**src/rtl/conv_accum.sv**
```systemverilog
// Accumulates groups of M signed products with per-step saturation and a ready/valid output register.
// Optional build macro CONV_ACCUM_RELU_EN clamps negative completed sums to zero on acc_out.
module conv_accum #(
  parameter int M = 4,
  parameter int W = 28
) (
  input  logic                clk,
  input  logic                reset,
  input  logic signed [W-1:0] prod_in,
  input  logic                prod_valid,
  output logic                prod_ready,
  output logic signed [W-1:0] acc_out,
  output logic                acc_valid,
  input  logic                acc_ready,
  output logic                acc_sat
);

  localparam int CW = (M > 1) ? $clog2(M) : 1;
  localparam logic [CW-1:0] LAST_TAP = CW'(M - 1);
  localparam logic signed [W-1:0] POS_MAX = {1'b0, {(W-1){1'b1}}};
  localparam logic signed [W-1:0] NEG_MIN = {1'b1, {(W-1){1'b0}}};

  typedef enum logic {EMPTY = 1'b0, FULL = 1'b1} state_e;

  state_e              state_q;
  logic [CW-1:0]       tap_q, tap_d;
  logic signed [W-1:0] acc_q, acc_d;
  logic                sat_q, sat_d;
  logic signed [W-1:0] acc_out_q, acc_out_d;
  logic                acc_sat_q;
  logic signed [W:0]   sum_w;
  logic                first_tap, last_tap, accept, ovf;

  // Clamp a W+1 bit sum back into W bits; overflow shows as disagreeing top bits.
  function automatic logic signed [W-1:0] sat_clamp(input logic signed [W:0] s);
    if (s[W] != s[W-1]) return s[W] ? NEG_MIN : POS_MAX;
    return s[W-1:0];
  endfunction

`ifdef CONV_ACCUM_RELU_EN
  function automatic logic signed [W-1:0] relu(input logic signed [W-1:0] x);
    return x[W-1] ? '0 : x;
  endfunction
`endif

  always_comb begin
    first_tap  = (tap_q == '0);
    last_tap   = (tap_q == LAST_TAP);
    // Only the group-completing product can stall, and only when the result slot cannot drain.
    prod_ready = !(last_tap && (state_q == FULL) && !acc_ready);
    accept     = prod_valid && prod_ready;
    sum_w      = {acc_q[W-1], acc_q} + {prod_in[W-1], prod_in};
    ovf        = sum_w[W] ^ sum_w[W-1];
    acc_d      = first_tap ? prod_in : sat_clamp(sum_w);
    sat_d      = first_tap ? 1'b0 : (sat_q | ovf);
    tap_d      = last_tap ? '0 : tap_q + 1'b1;
`ifdef CONV_ACCUM_RELU_EN
    acc_out_d  = relu(acc_d);
`else
    acc_out_d  = acc_d;
`endif
  end

  always_ff @(posedge clk) begin
    if (reset) begin
      state_q   <= EMPTY;
      tap_q     <= '0;
      acc_q     <= '0;
      sat_q     <= 1'b0;
      acc_out_q <= '0;
      acc_sat_q <= 1'b0;
    end else begin
      if (accept) begin
        tap_q <= tap_d;
        acc_q <= acc_d;
        sat_q <= sat_d;
      end
      // Output register: a completed group always lands; otherwise a consume drains it.
      if (accept && last_tap) begin
        state_q   <= FULL;
        acc_out_q <= acc_out_d;
        acc_sat_q <= sat_d;
      end else if (state_q == FULL && acc_ready) begin
        state_q <= EMPTY;
      end
    end
  end

  assign acc_out   = acc_out_q;
  assign acc_sat   = acc_sat_q;
  assign acc_valid = (state_q == FULL);

endmodule

```
**config.mk**
```make
export PLATFORM = sky130hd
export DESIGN_NAME = conv_accum
export DESIGN_NICKNAME = d
export VERILOG_FILES = /design/src/rtl/conv_accum.sv
export SDC_FILE = /design/constraint.sdc
export NUM_CORES = 1
export LEC_CHECK = 0
export ABC_AREA = 1
export CORE_AREA = 2 2 90 92
export DETAILED_ROUTE_END_ITERATION = 8
export DIE_AREA = 0 0 92 94
export DONT_BUFFER_PORTS = 1
export GPL_ROUTABILITY_DRIVEN = 0
export PLACE_DENSITY = 0.76
export SLEW_MARGIN = 20
export SYNTH_ARGS = -nofsm -noshare
export SYNTH_HDL_FRONTEND = slang
export SYNTH_SLANG_ARGS = --single-unit
```
**constraint.sdc**
```tcl
create_clock -name clk -period 6.61 [get_ports clk]
set_clock_uncertainty 0.1 [all_clocks]
set_input_delay 1.322 -clock clk [delete_from_list [all_inputs] [get_ports clk]]
set_output_delay 1.322 -clock clk [all_outputs]
set_load 0.01 [all_outputs]
```
==> run metrics <==
Wirelength per Cell=14.7 microns; Mapped Avg Cell Area=6.24 sq um; number of setup violations in the final report=0; combinational power share=35.6%; first-pass GRT wire length=19.9 mm; area of the multi-input gates=0.00286 sq mm; Worst Path Required=6.73 ns; storage element area=0.00122 sq mm; NetSw=443 uW; share of cells above drive strength 1=7.54%; worst reg2reg setup slack=3.44 ns; Die Area=0.00865 sq mm; CP most frequent cell=nand2_1; leakage power=2.47 nW; Syn Std Cell Area=0.00451 sq mm; status=completed; initial antenna violation count=0; Final min period=3.79 ns; Sw Ratio=39.7%; Post-Synthesis Cells=722; Synth Net Count=785; filler cell count=752; Pre-antenna DRT Iters=5; #FFs+latches synth=61; Post-CTS Hold Buffers=0; Worst EP arrival=3.91 ns; Flop pwr share=36.5%; worst hold path endpoint=tap_q[1]; Synth top area share=27.1%; clock net sink count=61; hpwl dp=9.31 mm; P&R area growth vs syn=4.86%; post-CTS sizing=0; DR vias=4483; maximum clock frequency=264 MHz; initial DRC count=244; hold depth=2; Antenna Cells=0; total grt overflow=0; Slew HR=34.3%; pin count of the biggest net entering global routing=58; Worst path slowest cell=a21oi_2; # nets final=774; FF-to-FF Start=acc_q[0]; drt total wl=12.0 mm; most common cell after layout, fill and taps aside=nand2_1; Max Fanout on Critical Path=21; Die Wd=92 microns; Tcrit/Tclk final=57.3%; Seq/Total Area, Yosys=27.1%; Rows=32; maximum clock insertion buffer count=2; core area=0.00761 sq mm; vias in the first global route=4347; Synth area leader=dfxtp_1; most frequent cells in the layout=212 x nand2_1, 82 x inv_1, 67 x a21oi_1; clock share of power=27.9%; Num CTS Buffers=9; initial core utilization=59.2%; CTS tree=built; cell internal pwr=674 uW; Unique masters post-synth=29; Critical Path Start Type=input pin; CP cell instances=ha_1 > inv_1 > fa_1 > inv_1 > nand3_1 > nand2_1 > nand3_1 > nand3_2 > nand2_1 > nand3_1 > nand2_1 > a21oi_2 > nand2_1 > nand2_1 > a21oi_1; Hold WS=0.388 ns; Clock transition at path regs=0.07 ns; max_cap viols=0; Final Max Tran Viols=0; Worst-Margin Slew=0.984 ns; hold path start=tap_q[1]; Yosys Warn Count=0; slowest stage delay, CP=0.77 ns; Setup crit end kind=flop; ANT nets after route=0; RSZ-0062 raised after global routing=false; Post-CTS Setup Repair Bufs=0; Die Ht=94 microns; Final Hold Fails=0; Setup TNS=0 ns; top cells by area, synth=dfxtp_1 27%, nand2_1 18%, ha_1 8.3%; vias per cell=5.48; clock root buffer=clkbuf_8; Worst R2R End=acc_q[21]; Clock Latency Late Sink=0.35 ns; PortBufs=0; R2R cell count=15; PD cells=236 mW/mm^2; worst min path class=reg -> reg; Max VDD drop=0.138 mV; IO Count=63; non-filler instance count after layout=818; CTS H-Tree Depth=3; drt drc=0; placed cell count=802; GRT Overall Usage=28.8%; Setup CP Type=in -> reg
[per-layer routing]
layer	GRT usage, %	vias up	part of all wire (%)
li1	-	2303	-
met2	49.8	176	48
met3	7.70	46	7.1
met1	32.3	1958	40
met5	0	-	0
met4	15.4	0	4.8
[critical path: cells and delay by family]
family                   cells  cell delay [ns]
buffers and inverters        2             0.15
AO/OA/AOI/OAI                2             0.84
adder cells (fa/ha/maj)      2             0.56
AND/OR/NAND/NOR              9             1.04
[cells in the mapped netlist, drive strengths merged]
| library cell | number |
|---|---|
| buf | 6 |
| or2 | 21 |
| nor2 | 61 |
| o21bai | 4 |
| nor3 | 5 |
| xnor2 | 6 |
| nand3b | 1 |
| nand3 | 39 |
| clkinv | 1 |
| o21a | 7 |
| dfxtp | 61 |
| a21oi | 72 |
| ha | 30 |
| inv | 82 |
| xor2 | 12 |
| clkbuf | 19 |
| o21ai | 63 |
| and2 | 1 |
| fa | 1 |
| nand2 | 216 |
| a21o | 2 |
| nand4 | 12 |
[per-stage QoR]
stage	setup WS (ns)	power [mW]	util (%)	instance area (sq um)
4_1_cts	2.83	1.12	62.1	4730
3_5_place_dp	2.43	0.809	59.7	4540
3_3_place_gp	2.51	0.802	59.7	4540
6_report	2.82	1.12	62.1	4730
2_1_floorplan	3.32	0.730	-	4510
5_1_grt	2.47	1.20	62.1	4730
[cells by family after synthesis]
logic type | after synthesis | synth area share (%)
simple gates | 356 | 33.6
compound gates | 148 | 17.6
buf+inv | 108 | 9.49
flops | 61 | 27.1
fa+ha+maj | 31 | 8.77
xor+xnor | 18 | 3.50
[how the worst max path moves through the flow]
stage | slack, ns | to | startpoint | cells past startpoint
detailed placement | 2.43 | acc_q[21] | prod_in[0] | 15
global route | 2.47 | acc_q[10] | prod_in[0] | 15
floorplan | 3.32 | acc_q[26] | prod_in[0] | 18
global placement | 2.51 | acc_q[21] | prod_in[0] | 15
CTS | 2.83 | acc_q[21] | prod_in[0] | 15
finish | 2.82 | acc_q[21] | prod_in[0] | 15
[registers in the layout (all words and copies together) (netlist names)]
register / cells
acc_q: 28
sat_q: 1
acc_sat: 1
acc_out: 28
acc_valid: 1
tap_q: 2
[power by group through the flow]
stage	clock [mW]	combinational, mW	sequential (mW)
6_report	0.312	0.398	0.408
5_1_grt	0.333	0.453	0.410
4_1_cts	0.315	0.395	0.408
3_5_place_dp	0	0.393	0.416
3_3_place_gp	0	0.386	0.415
2_1_floorplan	0	0.319	0.411
[cell type report]
cell class,count,share of cell area (%)
tap,102,2.70
clock inverter,6,1.01
timing repair buffer,3,0.477
inverter,83,6.59
multi-input combinational,553,60.5
sequential,61,25.8
clock buffer,10,2.91
(Power assumes the default switching activity.)
==> RTL change (same flow settings) <==
Change the parameter `W` from 28 to 24.
--- a/src/rtl/conv_accum.sv
+++ b/src/rtl/conv_accum.sv
@@ -3,5 +3,5 @@
 module conv_accum #(
   parameter int M = 4,
-  parameter int W = 28
+  parameter int W = 24
 ) (
   input  logic                clk,
Interface: changed (resized acc_out and prod_in); port bits go from 63 to 55. The function was not compared with the original's and may differ.
==> RTL change against the unedited design <==
Combinational power fell by 3%. Count of clock-buffer cells in the layout fell by 3. Critical path type unchanged. Total power is 17% lower. Area after synthesis down 8.1%. Largest cell class unchanged. Setup slack gained 270 ps. Register-to-register slack better by 90 ps. Largest power group is now combinational cells. Wire length fell by 14%. Sequential cell count is 8 lower. Final area is 9.9% lower.
==> RTL change: results (changes against the unedited design) <==
Outcome
  • Outcome: complete, no violations

Synthesis
  • Area contributors post-synth: dfxtp_1 26%, nand2_1 14%, ha_1 7.9%
  • Syn Nets: 694 (-12%)
  • Synth warn: 0 (unchanged)
  • Sequential-to-total area share from yosys stat: 25.63% (-1.5 points)
  • Synth top cells by count: 154 x nand2_1, 77 x inv_1, 53 x dfxtp_1

Clock tree
  • Clk slew on worst S/H paths: 100 ps (+30 ps)
  • Clk_lat worst skew: 320 ps (-30 ps)
  • H-tree levels: 2 (-1)
  • CTS buffer count: 5 (-4)
  • Clk sinks: 53 (-13%)

Hold path
  • Worst hold endpoint: tap_q[1]
  • Hold Path Class: reg2reg

Place
  • Dpl hpwl: 8.144 mm (-12%)
  • Placed Area: 4174 um^2 (-8.1%)
  • DP Worst Slack: 2762 ps (+327.8 ps)

Setup path
  • Worst R2R Start: tap_q[0]
  • Crit path DAT: 3680 ps (-230 ps)
  • Reg2Reg Setup Slack: 3530 ps (+90 ps)
  • Crit path to: acc_out[23]
  • CP max FO: 50 (+140%)
  • CP startpoint: acc_ready
  • R2R depth: 10 (-5)

STA
  • Final worst path period share: 53.17% (-4.1 points)
  • Worst-margin pin slew: 977.9 ps (-6.239 ps)

Finish
  • Nets: 681 (-12%)
  • Clock Network Area Fraction: 1.969% (-1.9 points)
  • Invs w/o clock: 79 (-4.8%)
  • Signal buf overhead: 0.1763% (-0.30 points)
  • Multi-input combinational area share: 62.97% (+2.5 points)
  • Filler cell count in the final layout: 737 (-2.0%)
  • Layout cells sized above 1: 12.76% (+5.2 points)
  • Register area: 1061 um^2 (-13%)
  • # clk buffers: 7 (-3)
  • Antenna cells: 0 (unchanged)
  • Nonclk buf count: 1 (-2)
  • Comb_multi_in: 486 (-12%)

GRT
  • Met1 GRT Util: 31.97% (-0.37 points)
  • Met3 Resource Use GR: 6.019% (-1.7 points)
  • Met2 usage: 42.22% (-7.6 points)
  • Largest net degree at the start of global routing: 51 (-12%)
  • First-pass GRT wire length: 17.57 mm (-12%)

Route
  • Vias: 4020 (-10%)
  • Met3 WL: 871 um (+1.6%)
  • M1 WL: 4.542 mm (-6.7%)
  • Metal2 WL: 4.810 mm (-16%)
  • DRT iter0 DRCs: 314 (+29%)
  • WL final: 10.40 mm (-14%)

Power
  • Clock group power: 189 uW (-39%)
  • P_leak: 2.183 nW (-11%)
  • Combinational share of power: 41.5% (+5.9 points)
  • Power Internal: 547.2 uW (-19%)
  • Worst VDD drop: 116.7 uV (-15%)
  • Sw frac: 41.03% (+1.4 points)
==> RTL change: cell count changes after synthesis, moves of 7 or more <==
| cell | change |
|---|---|
| or2_2 | -7 |
| a21oi_1 | -15 |
| nand2_2 | +30 |
| nor2_1 | -17 |
| nand2_1 | -58 |
| o21ai_0 | -22 |
| o21ai_1 | +10 |
| nand3_2 | +9 |
| dfxtp_1 | -8 |
==> RTL change: stage by stage <==
step	std cells	hold slack (ps)
final	729	403.1
after detailed placement	721	392.9
after global routing	729	430.1
after CTS	729	407.1
after floorplan	639	351.1
after global placement	721	363.7
==> RTL change: kinds of logic after synthesis <==
logic type,after synthesis,synth area share (%)
AOI/OAI and AO/OA,126,16.83
xor gates and xnor gates,16,3.385
adders and majority gates,27,8.341
buffers and inverters,100,9.610
DFF,53,25.63
and+or+nand+nor,317,36.20
==> RTL change: critical path: stages <==
cell and delay (ps):
nor2_1 30, nand2_1 110, nand2_1 160, inv_2 580, nand2_1 160, inv_1 570, buf_4 380, o21ai_0 100
o21bai_1 200, inv_1 60
